**src/rtl/alu_issue.sv**
```systemverilog
// EX-stage issue register for the integer ALU: captures the decoded instruction, detects
// load-use hazards, and forwards MEM/WB results onto the ALU operands and store data.
module alu_issue #(
  parameter int unsigned XLEN = 32
) (
  input  logic            clk,
  input  logic            rst_n,
  input  logic            id_valid,
  output logic            id_ready,
  input  logic [4:0]      id_rs1_addr,
  input  logic [4:0]      id_rs2_addr,
  input  logic [XLEN-1:0] id_rs1_data,
  input  logic [XLEN-1:0] id_rs2_data,
  input  logic [XLEN-1:0] id_imm,
  input  logic [XLEN-1:0] id_pc,
  input  logic            id_a_sel,
  input  logic            id_b_sel,
  input  logic [3:0]      id_aluop,
  input  logic [4:0]      id_rd_addr,
  input  logic            id_reg_we,
  input  logic            id_is_load,
  input  logic            flush,
  input  logic            stall_in,
  input  logic [4:0]      mem_rd_addr,
  input  logic            mem_reg_we,
  input  logic [XLEN-1:0] mem_result,
  input  logic [4:0]      wb_rd_addr,
  input  logic            wb_reg_we,
  input  logic [XLEN-1:0] wb_result,
  output logic [XLEN-1:0] alu_a,
  output logic [XLEN-1:0] alu_b,
  output logic [3:0]      alu_op,
  output logic            ex_valid,
  output logic [4:0]      ex_rd_addr,
  output logic            ex_reg_we,
  output logic            ex_is_load,
  output logic [XLEN-1:0] ex_store_data
);

  localparam logic [3:0] ALU_ADD = 4'd0;

  typedef struct packed {
    logic            valid;
    logic [4:0]      rs1_addr;
    logic [4:0]      rs2_addr;
    logic [XLEN-1:0] rs1_data;
    logic [XLEN-1:0] rs2_data;
    logic [XLEN-1:0] imm;
    logic [XLEN-1:0] pc;
    logic            a_sel;
    logic            b_sel;
    logic [3:0]      aluop;
    logic [4:0]      rd_addr;
    logic            reg_we;
    logic            is_load;
  } ex_reg_t;

  localparam ex_reg_t ExBubble = '{
    valid:    1'b0,
    rs1_addr: 5'd0,
    rs2_addr: 5'd0,
    rs1_data: '0,
    rs2_data: '0,
    imm:      '0,
    pc:       '0,
    a_sel:    1'b0,
    b_sel:    1'b0,
    aluop:    ALU_ADD,
    rd_addr:  5'd0,
    reg_we:   1'b0,
    is_load:  1'b0
  };

  ex_reg_t         ex_q, ex_d, id_entry;
  logic            load_use;
  logic            ready_raw;
  logic [XLEN-1:0] rs1_cap, rs2_cap;
  logic [XLEN-1:0] rs1_fwd, rs2_fwd;

  // Capture-time bypass covers the register-file write happening in the same cycle as the read.
  always_comb begin
    rs1_cap = id_rs1_data;
    rs2_cap = id_rs2_data;
    if (id_rs1_addr == 5'd0) begin
      rs1_cap = '0;
    end else if (wb_reg_we && (wb_rd_addr == id_rs1_addr)) begin
      rs1_cap = wb_result;
    end
    if (id_rs2_addr == 5'd0) begin
      rs2_cap = '0;
    end else if (wb_reg_we && (wb_rd_addr == id_rs2_addr)) begin
      rs2_cap = wb_result;
    end
  end

  always_comb begin
    id_entry          = ExBubble;
    id_entry.valid    = 1'b1;
    id_entry.rs1_addr = id_rs1_addr;
    id_entry.rs2_addr = id_rs2_addr;
    id_entry.rs1_data = rs1_cap;
    id_entry.rs2_data = rs2_cap;
    id_entry.imm      = id_imm;
    id_entry.pc       = id_pc;
    id_entry.a_sel    = id_a_sel;
    id_entry.b_sel    = id_b_sel;
    id_entry.aluop    = id_aluop;
    id_entry.rd_addr  = id_rd_addr;
    id_entry.reg_we   = id_reg_we;
    id_entry.is_load  = id_is_load;
  end

  // rs2 is always checked because stores read it even when b_sel picks the immediate.
  always_comb begin
    load_use = id_valid && ex_q.valid && ex_q.is_load && ex_q.reg_we &&
               (ex_q.rd_addr != 5'd0) &&
               ((!id_a_sel && (id_rs1_addr == ex_q.rd_addr)) ||
                (id_rs2_addr == ex_q.rd_addr));
  end

  always_comb begin
    ex_d      = ex_q;
    ready_raw = 1'b0;
    if (stall_in) begin
      ex_d      = ex_q;
      ready_raw = 1'b0;
    end else if (flush) begin
      ex_d      = ExBubble;
      ready_raw = 1'b1;
    end else if (load_use) begin
      ex_d      = ExBubble;
      ready_raw = 1'b0;
    end else if (!id_valid) begin
      ex_d      = ExBubble;
      ready_raw = 1'b1;
    end else begin
      ex_d      = id_entry;
      ready_raw = 1'b1;
    end
  end

  assign id_ready = rst_n & ready_raw;

  always_ff @(posedge clk or negedge rst_n) begin
    if (!rst_n) begin
      ex_q <= ExBubble;
    end else begin
      ex_q <= ex_d;
    end
  end

  // MEM is younger than WB, so it wins when both write the same register.
  always_comb begin
    rs1_fwd = ex_q.rs1_data;
    rs2_fwd = ex_q.rs2_data;
    if (ex_q.rs1_addr == 5'd0) begin
      rs1_fwd = '0;
    end else if (mem_reg_we && (mem_rd_addr == ex_q.rs1_addr)) begin
      rs1_fwd = mem_result;
    end else if (wb_reg_we && (wb_rd_addr == ex_q.rs1_addr)) begin
      rs1_fwd = wb_result;
    end
    if (ex_q.rs2_addr == 5'd0) begin
      rs2_fwd = '0;
    end else if (mem_reg_we && (mem_rd_addr == ex_q.rs2_addr)) begin
      rs2_fwd = mem_result;
    end else if (wb_reg_we && (wb_rd_addr == ex_q.rs2_addr)) begin
      rs2_fwd = wb_result;
    end
  end

  assign alu_a         = ex_q.a_sel ? ex_q.pc : rs1_fwd;
  assign alu_b         = ex_q.b_sel ? ex_q.imm : rs2_fwd;
  assign ex_store_data = rs2_fwd;
  assign alu_op        = ex_q.aluop;
  assign ex_valid      = ex_q.valid;
  assign ex_rd_addr    = ex_q.rd_addr;
  assign ex_reg_we     = ex_q.reg_we;
  assign ex_is_load    = ex_q.is_load;

endmodule

```
**config.mk**
```make
export PLATFORM = sky130hd
export DESIGN_NAME = alu_issue
export DESIGN_NICKNAME = d
export VERILOG_FILES = /design/src/rtl/alu_issue.sv
export SDC_FILE = /design/constraint.sdc
export NUM_CORES = 1
export LEC_CHECK = 0
export BUFFER_PORTS_ARGS = -buffer_cell sky130_fd_sc_hd__buf_2
export CAP_MARGIN = 20
export CORE_ASPECT_RATIO = 1.5
export CORE_MARGIN = 2
export CORE_UTILIZATION = 50
export CTS_BUF_LIST = sky130_fd_sc_hd__clkbuf_4
export CTS_CLUSTER_DIAMETER = 50
export DETAILED_ROUTE_END_ITERATION = 8
export PLACE_DENSITY = 0.81
export SLEW_MARGIN = 20
export SYNTH_ARGS = -nofsm -noshare
export SYNTH_HDL_FRONTEND = slang
export SYNTH_SLANG_ARGS = --single-unit
```
**constraint.sdc**
```tcl
create_clock -name clk -period 3.2 [get_ports clk]
set_input_delay 0.64 -clock clk [delete_from_list [all_inputs] [get_ports clk]]
set_output_delay 0.64 -clock clk [all_outputs]
set_load 0.02 [all_outputs]
```
### Word-level counts from Yosys, hierarchy flattened

Cells that the tools add are included.

* input port bits: 232
* flip-flop bits (word level): 152
* output and inout port bits: 109

* mux-type cells: 18
* reductions and logical operators: 19
* bitwise operators: 1
* eq/ne operators: 8

Operators by type and width (number)
* 152-bit two-way mux: 3
* 32-bit two-way mux: 12
* 5-bit equality test: 8
* 5-bit logical NOT: 4
* 1-bit logical AND: 12
* 5-bit nonzero test: 1
* 1-bit two-way mux: 3
* 1-bit bitwise AND: 1
* 1-bit logical NOT: 1
* 1-bit logical OR: 1

### Depth between registers and ports, before layout

Gate-level depths: netlist of the first run.

* depth after elaboration: 9
* gate-level depth with buffers: 8
* mapped depth without buffers: 5

### Least setup slack after synthesis of the first run

OpenSTA, ideal clock, no wires.

* path type: input -> output
* start: input port mem_rd_addr[2]
* end: output port alu_b[10]
* setup slack: 0.346 ns
* cell stages on the path: 7
* data required time: 2.560 ns
* path buffers: 2
* arrival: 2.214 ns
* path through: xor2_1 -> nor4_1 -> and3_1 -> buf_2 -> buf_2 -> a211oi_1 -> o31ai_1

* longest elaborated chain between the ends: 5

Ends and longest elaborated chain
* start: declaration: line 24 `input logic [4:0] mem_rd_addr,`
* 5-bit equality test: line 165 `end else if (mem_reg_we && (mem_rd_addr == ex_q.rs2_addr)) begin`
* 1-bit logical AND: line 165
* 32-bit two-way mux: line 165
* 32-bit two-way mux: line 163 `if (ex_q.rs2_addr == 5'd0) begin`
* 32-bit two-way mux: line 173 `assign alu_b = ex_q.b_sel ? ex_q.imm : rs2_fwd;`
* end: declaration: line 31 `output logic [XLEN-1:0] alu_b,`

No other way between the ends.

### Worst setup path in the final report of the first run

* start: register ex_q[145] (netlist bit)
* end: output port alu_b[5]

* longest elaborated chain between the ends: 6
* elaborated cells between the ends (all ways): 9
* classes of those cells: 2 x eq/ne; 4 x mux; 3 x reduce/logical

Ends and longest elaborated chain
* start: declaration: line 74 `ex_reg_t ex_q, ex_d, id_entry;`
* start signal: assignment: line 146 `ex_q <= ExBubble;`
* 5-bit equality test: line 167 `end else if (wb_reg_we && (wb_rd_addr == ex_q.rs2_addr)) begin`
* 1-bit logical AND: line 167
* 32-bit two-way mux: line 167
* 32-bit two-way mux: line 165
* 32-bit two-way mux (*): line 163
* 32-bit two-way mux (*): line 173

Mark *: on every way between the ends. The rest lies on a longest branch, timed or not.

==> results of run 1 <==
cell usage after synthesis (all sizes together), types with 2 or more instances:
master / n
nor2: 36
and3: 4
buf: 47
a211oi: 64
a22o: 87
nor3: 98
xor2: 17
mux2i: 64
or2: 3
clkbuf: 63
o21ai: 66
o31ai: 96
or4: 4
nand4: 3
nor3b: 2
inv: 32
nand2: 133
dfrtp: 152
xnor2: 23
nor4: 4
nand3: 3
state kept, by name, summed over array words and instances (netlist names):
name,count
ex_valid,1
ex_reg_we,1
alu_op,4
ex_rd_addr,5
ex_is_load,1
ex_q,140
stage by stage:
stage	util (%)	power, mW	cells
after global placement	61.1	3.20	1486
final	72.3	4.90	1555
after CTS	67.0	4.74	1530
after detailed placement	61.1	3.22	1486
after global routing	72.2	5.09	1551
after floorplan	-	2.73	1005
routing by layer:
layer	global-route usage, %	up-vias	part of all wire [%]
met3	7.09	215	9.0
met1	41.9	4883	34
li1	-	4266	-
met5	0	-	0
met2	59.2	770	50
met4	20.5	0	6.8
final timing paths:
path                            depth (start not counted)        end     startpoint
worst max-delay path                                   10   alu_b[5]      ex_q[145]
worst min-delay path                                    2  ex_q[141]          rst_n
worst max register to register                          4   ex_q[48]  ex_rd_addr[1]
worst min register to register                          2   ex_q[79]       ex_q[79]
max in group asynchronous                               2  ex_q[126]          rst_n
min in group clk                                        2   ex_q[19]       id_pc[6]
final cells by class:
type / count / area [um^2] / share of cell area, %
Clock inverter: 14 / 220 / 1.71
Antenna cell: 14 / 35.0 / 0.271
Clock buffer: 18 / 135 / 1.05
Sequential cell: 152 / 3810 / 29.5
Multi-Input combinational cell: 711 / 5640 / 43.7
Timing Repair Buffer: 397 / 2670 / 20.7
Tap cell: 217 / 272 / 2.10
Inverter: 32 / 120 / 0.930
logic make-up after synthesis:
group	synth area share [%]
multiplexers	7.05
XOR/XNOR	3.86
flip-flops	41.9
AND/OR/NAND/NOR	14.1
buffers and inverters	7.60
AO/OA/AOI/OAI	25.5
cell usage in the layout, fill, tap and decap left out, types with 21 or more instances in the layout:
master / count
buf_2: 289
dfrtp_1: 146
nand2_1: 131
o31ai_1: 88
a22o_1: 87
buf_4: 70
mux2i_1: 64
nor3_1: 55
nor3_2: 43
a211oi_4: 41
o21ai_1: 33
inv_1: 32
nor2_1: 30
o21ai_0: 24
a211oi_2: 23
xnor2_1: 21
power groups by stage:
| stage | logic [mW] | registers (mW) | clock network (mW) |
|---|---|---|---|
| 2_1_floorplan | 0.607 | 2.12 | 0 |
| 3_3_place_gp | 1.06 | 2.13 | 0 |
| 3_5_place_dp | 1.08 | 2.14 | 0 |
| 4_1_cts | 1.15 | 2.11 | 1.48 |
| 5_1_grt | 1.37 | 2.14 | 1.57 |
| 6_report | 1.30 | 2.13 | 1.47 |
timing repair:
action                     4_1_cts  5_1_grt
cloned                           5        7
gates resized for setup        114      173
buffers inserted                 7        5
pin swaps                       39       58
setup endpoints to repair       83       96
==> qor.csv, run 1 <==
metric;value;unit
Clock Tree Root;clkbuf_4;
Setup TNS Final;-6.93;ns
htree depth;4;
core outline area;17900;um^2
CP max-delay cell;dfrtp_1;
max incr delay on CP;0.47;ns
P_sw;1.63;mW
TritonCTS Buffers;17;
Worst Hold Slack;0.153;ns
Post-synth EDFFs;0;
VDD IR max;0.230;mV
failing checks;negative setup slack;
WL final;37.3;mm
fraction of final layout cells sized beyond drive strength 1;44.0;%
worst reg-to-reg setup slack;0.67;ns
Final WS setup;-0.157;ns
Tightest Pin Transition;1.09;ns
ys async rst share;100;%
fin area;12900;um^2
Post-DP HPWL;23.1;mm
height of the die;169;um
area leader, netlist;dfrtp_1;
Setup WS pre-CTS;0.142;ns
pin count of the biggest net entering global routing;153;
CTS clk-pin slew, worst paths;0.14;ns
drt initial violations;1077;
Final Max Slew Viols;0;
Worst Skew;0.0198;ns
Final setup violation count;73;
FILL cells;1313;
IO Pins;341;
via count;10100;
post-synthesis sequential area ratio;41.9;%
top post-synthesis cells by area;dfrtp_1 (42%), a22o_1 (8.4%), o31ai_1 (7.9%);
Hold Buf Count CTS;0;
IO buf count;340;
Clk pwr share;30.0;%
CP bufs+invs;5;
clock latency on the worst-skew pair;0.58;ns
initial core utilization;50.9;%
GPL Wtd Cong;0.934;
Seq cells post-synth;152;
Top Family by Delay on Critical Path;buffers and inverters;
Tcrit/Tclk final;105;%
Crit Path Class;reg -> out;
LEAKAGE;5.79;nW
Worst slew margin;27.6;%
die width;114;um
Top FF cell, synth;dfrtp_1;
Wirelength per Cell;24.0;um
Area Growth Syn to Fin;42.1;%
critical path peak fanout;11;
Routed Antenna Nets;0;
cells after synthesis;1005;
Comb power frac;26.6;%
total nets after synthesis;1237;
CTS Buffer Depth;2;
synth unique cells;31;
register share of total power;43.4;%
Post-Syn Area;9090;um^2
Max Cap Viol;0;
RSZ-0062 raised after global routing;true;
total global routing overflow;0;
CTS tree;done;
DR pass1 iterations;6;
Area after DPL;10900;um^2
CP dominant cell by count;buf_4;
P_int;3.27;mW
CP arrival;2.72;ns
Hold WC Path Type;in -> async;
crit-path cells;xor2_1, nor4_2, buf_4, buf_4, buf_4, nand3_2, buf_4, nor2_1, o31ai_1, buf_2;
Die ar.;19300;um^2
post-synth top area share;41.9;%
yosys warns;0;
Nets;1543;
Vias per Instance;6.52;
PD cells;380;nW/um^2
Tmin final;3.36;ns
status;finished, violations left;
initial antenna violation count;13;
total global-route track usage;35.3;%
first-pass GRT wire length;52.6;mm
Critical Path RT;2.56;ns
Switching Fraction;33.3;%
clock sink count;152;
CP endpoint kind;primary output;
Startpoint Class;flip-flop;
average size of a mapped cell;9.04;um^2
Final Hold Fails;0;
fmax;298;MHz
vias in the first global route;9651;
row cnt;60;
DRC errors left;0;
(Power assumes the default switching activity.)
==> run 2: changes to the inputs <==
--- a/config.mk
+++ b/config.mk
@@ -13,7 +13,7 @@
 export CTS_BUF_LIST = sky130_fd_sc_hd__clkbuf_4
 export CTS_CLUSTER_DIAMETER = 50
 export DETAILED_ROUTE_END_ITERATION = 8
-export PLACE_DENSITY = 0.81
+export PLACE_DENSITY = 0.84
 export SLEW_MARGIN = 20
 export SYNTH_ARGS = -nofsm -noshare
 export SYNTH_HDL_FRONTEND = slang
==> run 2 against run 1 <==
The flow still finishes with violations (negative setup slack). Largest power group unchanged. Fmax shrank 3.3%. Highest routed layer unchanged. Combinational power rose by 4%. Sequential power hardly changed. Critical path depth fell by 2. Critical endpoint is now alu_b[29].
==> qor.csv, run 2 (synthesis results as in run 1) <==
metric;value;unit
status;finished, violations left;
failing checks;negative setup slack;
initial antenna violation count;12;
vias in the first global route;9824;
core outline area;17900;um^2
placed cell count;1490;
Area Growth Syn to Fin;43.3;%
CP endpoint kind;primary output;
TritonCTS Buffers;17;
IO buf count;340;
initial core utilization;50.9;%
DRC errors left;0;
die width;114;um
Crit Path Class;reg -> out;
via count;10100;
CTS tree;done;
LEAKAGE;5.83;nW
Die ar.;19300;um^2
CTS clk-pin slew, worst paths;0.16;ns
drt initial violations;1141;
Critical Path RT;2.56;ns
PD cells;360;nW/um^2
CP arrival;2.83;ns
height of the die;169;um
most frequent cells in the layout;buf_2 (289), dfrtp_1 (144), nand2_1 (131);
fmax;288;MHz
Area after DPL;10900;um^2
Tightest Pin Transition;1.10;ns
GPL Wtd Cong;0.946;
Routed Antenna Nets;0;
first-pass GRT wire length;53.0;mm
most flop-heavy register;ex_q;
Final Hold Fails;0;
total global routing overflow;0;
critical path peak fanout;4;
Worst Skew;0.0306;ns
Vias per Instance;6.52;
VDD IR max;0.249;mV
Wirelength per Cell;24.4;um
Worst slew margin;26.6;%
clock sink count;152;
CTS Buffer Depth;2;
total global-route track usage;35.4;%
Final WS setup;-0.271;ns
Final setup violation count;65;
IO Pins;341;
WL final;38.0;mm
final non-filler cell total;1556;
clock latency on the worst-skew pair;0.57;ns
commonest non-fill, non-tap cell in the layout;buf_2;
DR pass1 iterations;6;
Clock Tree Root;clkbuf_4;
fin area;13000;um^2
RSZ-0062 raised after global routing;true;
Post-DP HPWL;23.7;mm
Max Cap Viol;0;
row cnt;60;
Nets;1546;
Final Max Slew Viols;0;
Hold WC Path Type;in -> async;
fraction of final layout cells sized beyond drive strength 1;47.8;%
Tcrit/Tclk final;108;%
Setup TNS Final;-7.67;ns
Hold Buf Count CTS;0;
htree depth;4;
worst reg-to-reg setup slack;0.61;ns
Largest register FFs;140;
pin count of the biggest net entering global routing;153;
Tmin final;3.47;ns
Startpoint Class;flip-flop;
## run 2: cell count changes in the layout (fill, tap and decap cells not counted), sizes merged
cell	change
bufinv	-4
buf	+3
clkinv	+3
diode	-2
inv	+2
clkbuf	-1
## run 2: report_power, final
| part | internal (mW) | switching (mW) | total (mW) |
|---|---|---|---|
| registers | 2.03 | 0.0970 | 2.13 |
| logic | 0.530 | 0.817 | 1.35 |
| clock network | 0.402 | 0.810 | 1.21 |
## run 2: critical path, stage by stage, from the launching register on
cell,delay (ns)
dfrtp_2,0.49
xor2_1,0.19
nor4_2,0.32
buf_4,0.18
and3_4,0.27
buf_12,0.15
a211oi_2,0.06
o31ai_1,0.36
buf_4,0.23
## run 2: through the flow
stage                     utilization (%)  worst slack (ns)  total power [mW]  hold slack [ns]
after floorplan                         -             0.346              2.73            0.344
after global placement               61.2            0.0575              3.20            0.460
after detailed placement             61.2            0.0558              3.22            0.467
after CTS                            65.6            -0.183              4.46            0.190
after global routing                 72.9            -0.315              4.85            0.223
final                                72.9            -0.271              4.68            0.122
## run 2: path summary, 6_finish.rpt
kind                             end  cells after the start           from
max                        alu_b[29]                      8      ex_q[144]
min                        ex_q[144]                      2          rst_n
max reg2reg                 ex_q[44]                      4  ex_rd_addr[1]
min reg2reg                 ex_q[89]                      2       ex_q[89]
max in group asynchronous  ex_q[117]                      2          rst_n
min in group clk            ex_q[24]                      2      id_pc[11]
## run 2: what timing repair did
action                                  in CTS  in global routing
gates cloned                                 2                  8
resized for setup                           86                280
endpoints found under the setup margin      96                 96
pin swaps                                   34                 60
setup buffers                                6                 10
## run 2: cell type report
cell class                 count  area (um^2)
clock buffer                  17          128
antenna                       12         30.0
multi-input combinational    711         5830
timing repair buffer         400         2680
clock inverter                15          141
inverter                      32          120
fill                        1295         4840
sequential                   152         3810
tap                          217          272
## run 2: metal layers
| metal | global-route usage (%) | vias up | share of wire [%] | wire (um) |
|---|---|---|---|---|
| met3 | 6.73 | 199 | 9.6 | 3650 |
| met2 | 57.8 | 824 | 50 | 19000 |
| met4 | 21.4 | 0 | 6.5 | 2460 |
| met5 | 0 | - | 0 | 0 |
| met1 | 43.2 | 4827 | 34 | 12900 |
| li1 | - | 4289 | - | - |
